--- src/rtl/booth_mult_32_pkg.sv ---
`default_nettype none
// ============================================================================
// Module      : booth_mult_32_pkg
// Description : Shared types and constants for the sequential Booth
//               multiplier: FSM state encoding, datapath width, iteration
//               counter width and the index of the final iteration.
// Ports       : none (package)
// Revision    : 1.0 - initial release
// ============================================================================
package booth_mult_32_pkg;

  typedef enum logic [1:0] {
    ST_IDLE = 2'b00,
    ST_RUN  = 2'b01,
    ST_DONE = 2'b10
  } mult_state_t;

  localparam int          MULT_WIDTH = 32;
  localparam int          MULT_CNT_W = 5;
  localparam logic [4:0]  MULT_LAST  = 5'd31;

endpackage : booth_mult_32_pkg
`default_nettype wire

--- src/rtl/booth_step_32.sv ---
`default_nettype none
// ============================================================================
// Module      : booth_step_32
// Description : One radix-2 Booth iteration (combinational). Chooses the
//               adder operand/carry for add, subtract or no-op from
//               {lo[0], qm1}, then arithmetically shifts {hi', lo, qm1}
//               right by one, using the adder overflow to recover the true
//               sign of the 33-bit partial sum.
// Ports       : i_hi, i_lo, i_qm1 - current product register
//               i_m               - multiplicand
//               i_sum, i_ovf      - adder result for the selected operation
//               o_b, o_ci         - adder b operand and carry in
//               o_hi, o_lo, o_qm1 - shifted product register
// Revision    : 1.0 - initial release
// ============================================================================
module booth_step_32
  import booth_mult_32_pkg::*;
(
  input  logic [MULT_WIDTH-1:0] i_hi,
  input  logic [MULT_WIDTH-1:0] i_lo,
  input  logic                  i_qm1,
  input  logic [MULT_WIDTH-1:0] i_m,
  input  logic [MULT_WIDTH-1:0] i_sum,
  input  logic                  i_ovf,
  output logic [MULT_WIDTH-1:0] o_b,
  output logic                  o_ci,
  output logic [MULT_WIDTH-1:0] o_hi,
  output logic [MULT_WIDTH-1:0] o_lo,
  output logic                  o_qm1
);

  logic                  w_add;
  logic                  w_sub;
  logic                  w_op;
  logic [MULT_WIDTH-1:0] w_src;
  logic                  w_sign;

  assign w_add = ({i_lo[0], i_qm1} == 2'b01);
  assign w_sub = ({i_lo[0], i_qm1} == 2'b10);
  assign w_op  = w_add | w_sub;

  // Subtraction is hi + ~M + 1.
  assign o_b  = w_sub ? ~i_m : i_m;
  assign o_ci = w_sub;

  assign w_src  = w_op ? i_sum : i_hi;
  // sum[31] ^ ovf is bit 32 of the exact sum, so M = -2^31 still shifts in
  // the correct sign.
  assign w_sign = w_op ? (i_sum[MULT_WIDTH-1] ^ i_ovf) : i_hi[MULT_WIDTH-1];

  assign o_hi  = {w_sign, w_src[MULT_WIDTH-1:1]};
  assign o_lo  = {w_src[0], i_lo[MULT_WIDTH-1:1]};
  assign o_qm1 = i_lo[0];

endmodule : booth_step_32
`default_nettype wire

--- src/rtl/csa_32.sv ---
`default_nettype none
// ============================================================================
// Module      : csa_32
// Description : 32-bit carry-select adder built from four 8-bit blocks. Each
//               block precomputes its sum for carry-in 0 and 1 and the
//               incoming block carry selects between them.
// Ports       : i_a, i_b  - 32-bit addends
//               i_ci      - carry in
//               o_sum     - 32-bit sum
//               o_co      - carry out of bit 31
//               o_ovf     - signed (two's complement) overflow
// Revision    : 1.0 - initial release
// ============================================================================
module csa_32 (
  input  logic [31:0] i_a,
  input  logic [31:0] i_b,
  input  logic        i_ci,
  output logic [31:0] o_sum,
  output logic        o_co,
  output logic        o_ovf
);

  logic [4:0] w_carry;

  assign w_carry[0] = i_ci;

  for (genvar k = 0; k < 4; k++) begin : g_blk
    logic [8:0] w_s0;
    logic [8:0] w_s1;
    assign w_s0 = {1'b0, i_a[8*k +: 8]} + {1'b0, i_b[8*k +: 8]};
    assign w_s1 = w_s0 + 9'd1;
    assign {w_carry[k+1], o_sum[8*k +: 8]} = w_carry[k] ? w_s1 : w_s0;
  end

  assign o_co  = w_carry[4];
  // Operands of equal sign producing a result of the other sign.
  assign o_ovf = (i_a[31] == i_b[31]) && (o_sum[31] != i_a[31]);

endmodule : csa_32
`default_nettype wire

--- src/rtl/booth_mult_32.sv ---
`default_nettype none
// ============================================================================
// Module      : booth_mult_32
// Description : Sequential signed 32x32 radix-2 Booth multiplier, one
//               iteration per clock, all arithmetic through one csa_32.
//               Returns the low product word plus an overflow flag when the
//               64-bit product does not fit in signed 32 bits.
// Ports       : clock, reset     - clock, synchronous active-high reset
//               ctrl_mult        - start strobe (accepted in IDLE/DONE)
//               data_operandA/B  - multiplicand / multiplier
//               data_result      - low 32 bits of product (registered)
//               data_exception   - product overflow (registered)
//               data_resultRDY   - one-cycle result-valid pulse
//               busy             - iteration in progress
// Revision    : 1.0 - initial release
// ============================================================================
module booth_mult_32 #(
  parameter int WIDTH = 32,
  parameter int ITER  = WIDTH
) (
  input  logic        clock,
  input  logic        reset,
  input  logic        ctrl_mult,
  input  logic [31:0] data_operandA,
  input  logic [31:0] data_operandB,
  output logic [31:0] data_result,
  output logic        data_exception,
  output logic        data_resultRDY,
  output logic        busy
);
  import booth_mult_32_pkg::*;

  if (WIDTH != MULT_WIDTH || ITER != WIDTH) begin : g_bad_width
    $error("booth_mult_32 supports only WIDTH = ITER = 32");
  end

  mult_state_t            r_state;
  mult_state_t            w_next_state;
  logic [MULT_CNT_W-1:0]  r_count;
  logic [MULT_WIDTH-1:0]  r_m;
  logic [MULT_WIDTH-1:0]  r_hi;
  logic [MULT_WIDTH-1:0]  r_lo;
  logic                   r_qm1;
  logic [MULT_WIDTH-1:0]  r_result;
  logic                   r_exc;

  logic [MULT_WIDTH-1:0]  w_b;
  logic                   w_ci;
  logic [MULT_WIDTH-1:0]  w_sum;
  logic                   w_ovf;
  logic                   w_unused_co;
  logic [MULT_WIDTH-1:0]  w_nxt_hi;
  logic [MULT_WIDTH-1:0]  w_nxt_lo;
  logic                   w_nxt_qm1;
  logic                   w_accept;
  logic                   w_last;

  csa_32 u_adder (
    .i_a   (r_hi),
    .i_b   (w_b),
    .i_ci  (w_ci),
    .o_sum (w_sum),
    .o_co  (w_unused_co),
    .o_ovf (w_ovf)
  );

  booth_step_32 u_step (
    .i_hi  (r_hi),
    .i_lo  (r_lo),
    .i_qm1 (r_qm1),
    .i_m   (r_m),
    .i_sum (w_sum),
    .i_ovf (w_ovf),
    .o_b   (w_b),
    .o_ci  (w_ci),
    .o_hi  (w_nxt_hi),
    .o_lo  (w_nxt_lo),
    .o_qm1 (w_nxt_qm1)
  );

  assign w_accept = ((r_state == ST_IDLE) || (r_state == ST_DONE)) && ctrl_mult;
  assign w_last   = (r_state == ST_RUN) && (r_count == MULT_LAST);

  // State register
  always_ff @(posedge clock) begin
    if (reset) begin
      r_state <= ST_IDLE;
    end else begin
      r_state <= w_next_state;
    end
  end

  // Next-state logic
  always_comb begin
    w_next_state = r_state;
    case (r_state)
      ST_IDLE: if (ctrl_mult) w_next_state = ST_RUN;
      ST_RUN:  if (r_count == MULT_LAST) w_next_state = ST_DONE;
      ST_DONE: w_next_state = ctrl_mult ? ST_RUN : ST_IDLE;
      default: w_next_state = ST_IDLE;
    endcase
  end

  // Output decode
  always_comb begin
    busy           = (r_state == ST_RUN);
    data_resultRDY = (r_state == ST_DONE);
  end

  // Datapath
  always_ff @(posedge clock) begin
    if (reset) begin
      r_count  <= '0;
      r_m      <= '0;
      r_hi     <= '0;
      r_lo     <= '0;
      r_qm1    <= 1'b0;
      r_result <= '0;
      r_exc    <= 1'b0;
    end else if (w_accept) begin
      r_count <= '0;
      r_m     <= data_operandA;
      r_hi    <= '0;
      r_lo    <= data_operandB;
      r_qm1   <= 1'b0;
    end else if (r_state == ST_RUN) begin
      r_hi    <= w_nxt_hi;
      r_lo    <= w_nxt_lo;
      r_qm1   <= w_nxt_qm1;
      r_count <= r_count + 1'b1;
      if (w_last) begin
        // Product fits iff the high word is pure sign extension of the low.
        r_result <= w_nxt_lo;
        r_exc    <= (w_nxt_hi != {MULT_WIDTH{w_nxt_lo[MULT_WIDTH-1]}});
      end
    end
  end

  assign data_result    = r_result;
  assign data_exception = r_exc;

endmodule : booth_mult_32
`default_nettype wire

--- config.mk ---
export PLATFORM = sky130hd
export DESIGN_NAME = booth_mult_32
export DESIGN_NICKNAME = d
export VERILOG_FILES = /design/src/rtl/booth_mult_32_pkg.sv /design/src/rtl/booth_step_32.sv /design/src/rtl/csa_32.sv /design/src/rtl/booth_mult_32.sv
export SDC_FILE = /design/constraint.sdc
export NUM_CORES = 1
export LEC_CHECK = 0
export CAP_MARGIN = 15
export CORE_ASPECT_RATIO = 0.8
export CORE_UTILIZATION = 40
export CTS_CLUSTER_DIAMETER = 30
export DETAILED_ROUTE_END_ITERATION = 16
export PLACE_DENSITY = 0.71
export SETUP_SLACK_MARGIN = 0.05
export SYNTH_ARGS = -nofsm -noshare
export SYNTH_HDL_FRONTEND = slang
export SYNTH_SLANG_ARGS = --single-unit
--- constraint.sdc ---
create_clock -name clock -period 8.4 [get_ports clock]
set_clock_uncertainty 0.15 [all_clocks]
set_input_delay 0.84 -clock clock [delete_from_list [all_inputs] [get_ports clock]]
set_output_delay 0.84 -clock clock [all_outputs]
set_load 0.01 [all_outputs]
==> flow_metrics.py <==
metrics = {
    "status": {
        "status": "finished, final reports clean",
    },
    "critical_path": {
        "crit_type": "register to register",
        "r2r_start": "r_lo[0]",
        "cp_slowest_cell": "nor4_2",
        "cp_num_cells": 20,
        "timing.rr.end": "data_exception",
        "cp_top_family": "simple AND/OR/NAND/NOR gates",
        "critPathLaunchType": "register",
        "cp_max_fo": 24,
        "crit_path_cell_trace": "ha_2 -> xor2_1 -> ha_1 -> inv_1 -> fa_1 -> inv_1 -> ha_1 -> nand2_1 -> a311o_1 -> a2111oi_4 -> and4_4 -> mux2i_2 -> nor3_4 -> nor4_2 -> or4_2 -> a31oi_1 -> nand4bb_1 -> or4b_1 -> a2bb2oi_1 -> o31a_1",
        "reg2reg_slack_ns": 1.88,
        "critPathRequiredTime_ns": 8.58,
        "arrival_ns": 6.69,
        "cp_num_buf_inv": 2,
        "cpPeakStageDelay_ns": 0.90,
        "end_kind": "register",
        "rr_worst_depth": 20,
    },
    "synth": {
        "ys_seq_elements": 137,
        "synthMuxAreaShare_pct": 1.48,
        "synth_edf_count": 0,
        "synthFlopType": "dfxtp_1",
        "ys_warn_count": 0,
        "synth_top_family_by_area": "simple AND/OR/NAND/NOR gates",
        "ys_seq_area_share_pct": 33.8,
        "post_synth_and_or_nand_nor_area_fraction_pct": 23.7,
        "synth-xor-area-share_pct": 7.99,
        "synthCells": 1059,
        "async_reset_ff_share_pct": 0,
        "ys_types": 80,
        "synth_fa_ha_area_share_pct": 7.16,
        "synth_nets": 1170,
        "syn_area_per_cell_um2": 7.66,
        "synth-compound-area-share_pct": 21.7,
        "synth_area_um2": 8110,
    },
    "routing": {
        "drc_errors": 0,
        "wire_per_inst_um": 14.6,
        "via_per_inst": 5.36,
        "detail-route-antenna-nets": 0,
        "dr.first_iter.drc_count": 656,
        "drtPass1Iterations": 5,
        "num_vias": 7527,
        "wl_um": 20600,
    },
    "clock_tree": {
        "cts_max_path_buffers": 2,
        "cts_buffers": 17,
        "cts_tree": "done",
        "clock-sinks": 137,
        "cts_root_buffer": "clkbuf_16",
        "clk_pin_slew_ns": 0.06,
        "postCtsResizedCells": 0,
        "post_cts_buffers": 0,
        "holdBufCountCts": 0,
        "insertion_delay_ns": 0.43,
        "htreeDepth": 4,
    },
    "cells_and_area": {
        "drive_above_1_share_pct": 6.49,
        "nNetsFinal": 1239,
        "antenna_cells": 0,
        "area_growth_syn_to_layout_pct": 22.1,
        "design_area_um2": 9910,
    },
    "sta": {
        "setup_tns_ns": 0,
        "final_hold_viol_count": 0,
        "rsz0062_at_grt": "false",
        "fmax_mhz": 153,
        "fin_crit_ns": 6.52,
        "setup_violations": 0,
        "tightest_slew_ns": 1.08,
        "relSlewSlack_pct": 27.5,
        "maxSlewViolCount": 0,
        "fin_crit_sh_pct": 77.6,
    },
    "grt": {
        "overflow": 0,
        "grt_pass1_wl_um": 34100,
        "grt_usage_pct": 20.2,
        "grt_antenna_before_repair": 0,
        "first_global_vias": 6944,
        "grt_start_max_net_pins": 67,
    },
    "die": {
        "io_pins": 102,
        "fp-row-count": 46,
        "start_util_pct": 40.9,
        "die_w_um": 161,
        "core_area_um2": 19900,
        "die_area_um2": 20900,
        "die_y_um": 129,
    },
    "power_and_ir_drop": {
        "totalPowerFinal_mw": 1.77,
        "ir_drop_uv": 95.0,
        "p_per_area_nw_per_um2": 179,
        "p_leak_nw": 3.77,
    },
    "place": {
        "portBuffers": 101,
        "dpl.hpwl_um": 13900,
        "gp_congestion": 0.881,
        "place_area_um2": 9300,
    },
    "min_path": {
        "hold_class": "register to register",
        "hold_start": "data_result[30]",
        "hold_end": "data_result[30]",
        "holdPathStages": 2,
    },
    "job": {
        "drv_cap": 0,
    },
}
## placed cells by master (no fill, tap or decap), drive strengths merged, types with 24 or more instances in the layout
cell type,count
nand2,233
a21oi,156
dfxtp,137
clkdlybuf4s50,100
nor2,83
xor2,46
ha,40
inv,35
a22oi,33
xnor2,28
o21ai,24
## per-stage QoR
| step | setup WS, ns | std cells | utilization [%] | hold WS, ns |
|---|---|---|---|---|
| 6_report | 1.88 | 1405 | 49.9 | 0.303 |
| 5_1_grt | 1.37 | 1405 | 49.9 | 0.323 |
| 4_1_cts | 1.84 | 1405 | 49.9 | 0.306 |
| 3_5_place_dp | 1.83 | 1373 | 46.8 | 0.297 |
| 3_3_place_gp | 1.96 | 1373 | 46.8 | 0.292 |
| 2_1_floorplan | 2.59 | 1059 | - | 0.286 |
## tightest hold or removal path: stages, from the launching register on
cell and delay (ns):
dfxtp_1 0.31, nand2_1 0.05, a21oi_1 0.05
## report_power, final
| part | internal, mW | total, mW | switching, mW |
|---|---|---|---|
| Sequential | 0.673 | 0.691 | 0.0180 |
| Clock | 0.449 | 0.780 | 0.332 |
| Combinational | 0.125 | 0.301 | 0.176 |
| Total | 1.25 | 1.77 | 0.526 |
## cell usage after synthesis, types with 8 or more instances
library cell / instances / area, um2
nand2_1: 233 / 875
a21oi_1: 155 / 776
dfxtp_1: 137 / 2740
nor2_1: 83 / 312
xor2_1: 46 / 403
clkbuf_1: 45 / 169
ha_1: 40 / 500
a22oi_1: 33 / 248
xnor2_1: 28 / 245
inv_1: 25 / 93.8
o21ai_0: 21 / 105
nor3_1: 13 / 65.1
buf_1: 12 / 45.0
nor3b_1: 9 / 67.6
a21o_1: 8 / 60.1
mux2i_1: 8 / 80.1
nand3_1: 8 / 40.0
nand4_1: 8 / 50.1
## sequential cells by signal (all words and copies together) (netlist names)
signal,flops
data_exception,1
data_result,32
r_count,5
r_hi,32
r_lo,32
r_m,32
r_qm1,1
r_state,2
## worst max-delay path by stage
stage | start | end | slack [ns]
finish | r_lo[0] | data_exception | 1.88
global route | r_lo[0] | data_exception | 1.37
CTS | r_lo[0] | data_exception | 1.84
detailed placement | r_lo[0] | data_exception | 1.83
global placement | r_lo[0] | data_exception | 1.96
floorplan | r_qm1 | data_exception | 2.59
## layer usage
| layer | part of all wire (%) | global-route usage [%] | up-vias |
|---|---|---|---|
| met4 | 1.3 | 6.55 | 0 |
| met5 | 0 | 0 | - |
| met3 | 5.6 | 3.84 | 26 |
| met2 | 43 | 31.0 | 203 |
| li1 | - | - | 3803 |
| met1 | 50 | 28.6 | 3495 |
## cell type report
cell class / instances / area [um2]
Sequential cell: 137 / 2740
Clock buffer: 17 / 425
Fill cell: 1922 / 9950
Tap cell: 264 / 330
Timing Repair Buffer: 111 / 1080
Clock inverter: 15 / 179
Multi-Input combinational cell: 834 / 5040
Inverter: 27 / 101
## kinds of logic (layout without fill, tap and decap cells)
| group | Yosys count | count (layout) |
|---|---|---|
| adder cells (fa/ha/maj) | 44 | 44 |
| AO/OA/AOI/OAI | 284 | 284 |
| multiplexers | 11 | 11 |
| AND/OR/NAND/NOR | 421 | 421 |
| XOR/XNOR | 74 | 74 |
| flip-flops | 137 | 137 |
| buffers and inverters | 88 | 170 |
(Power assumes the default switching activity.)
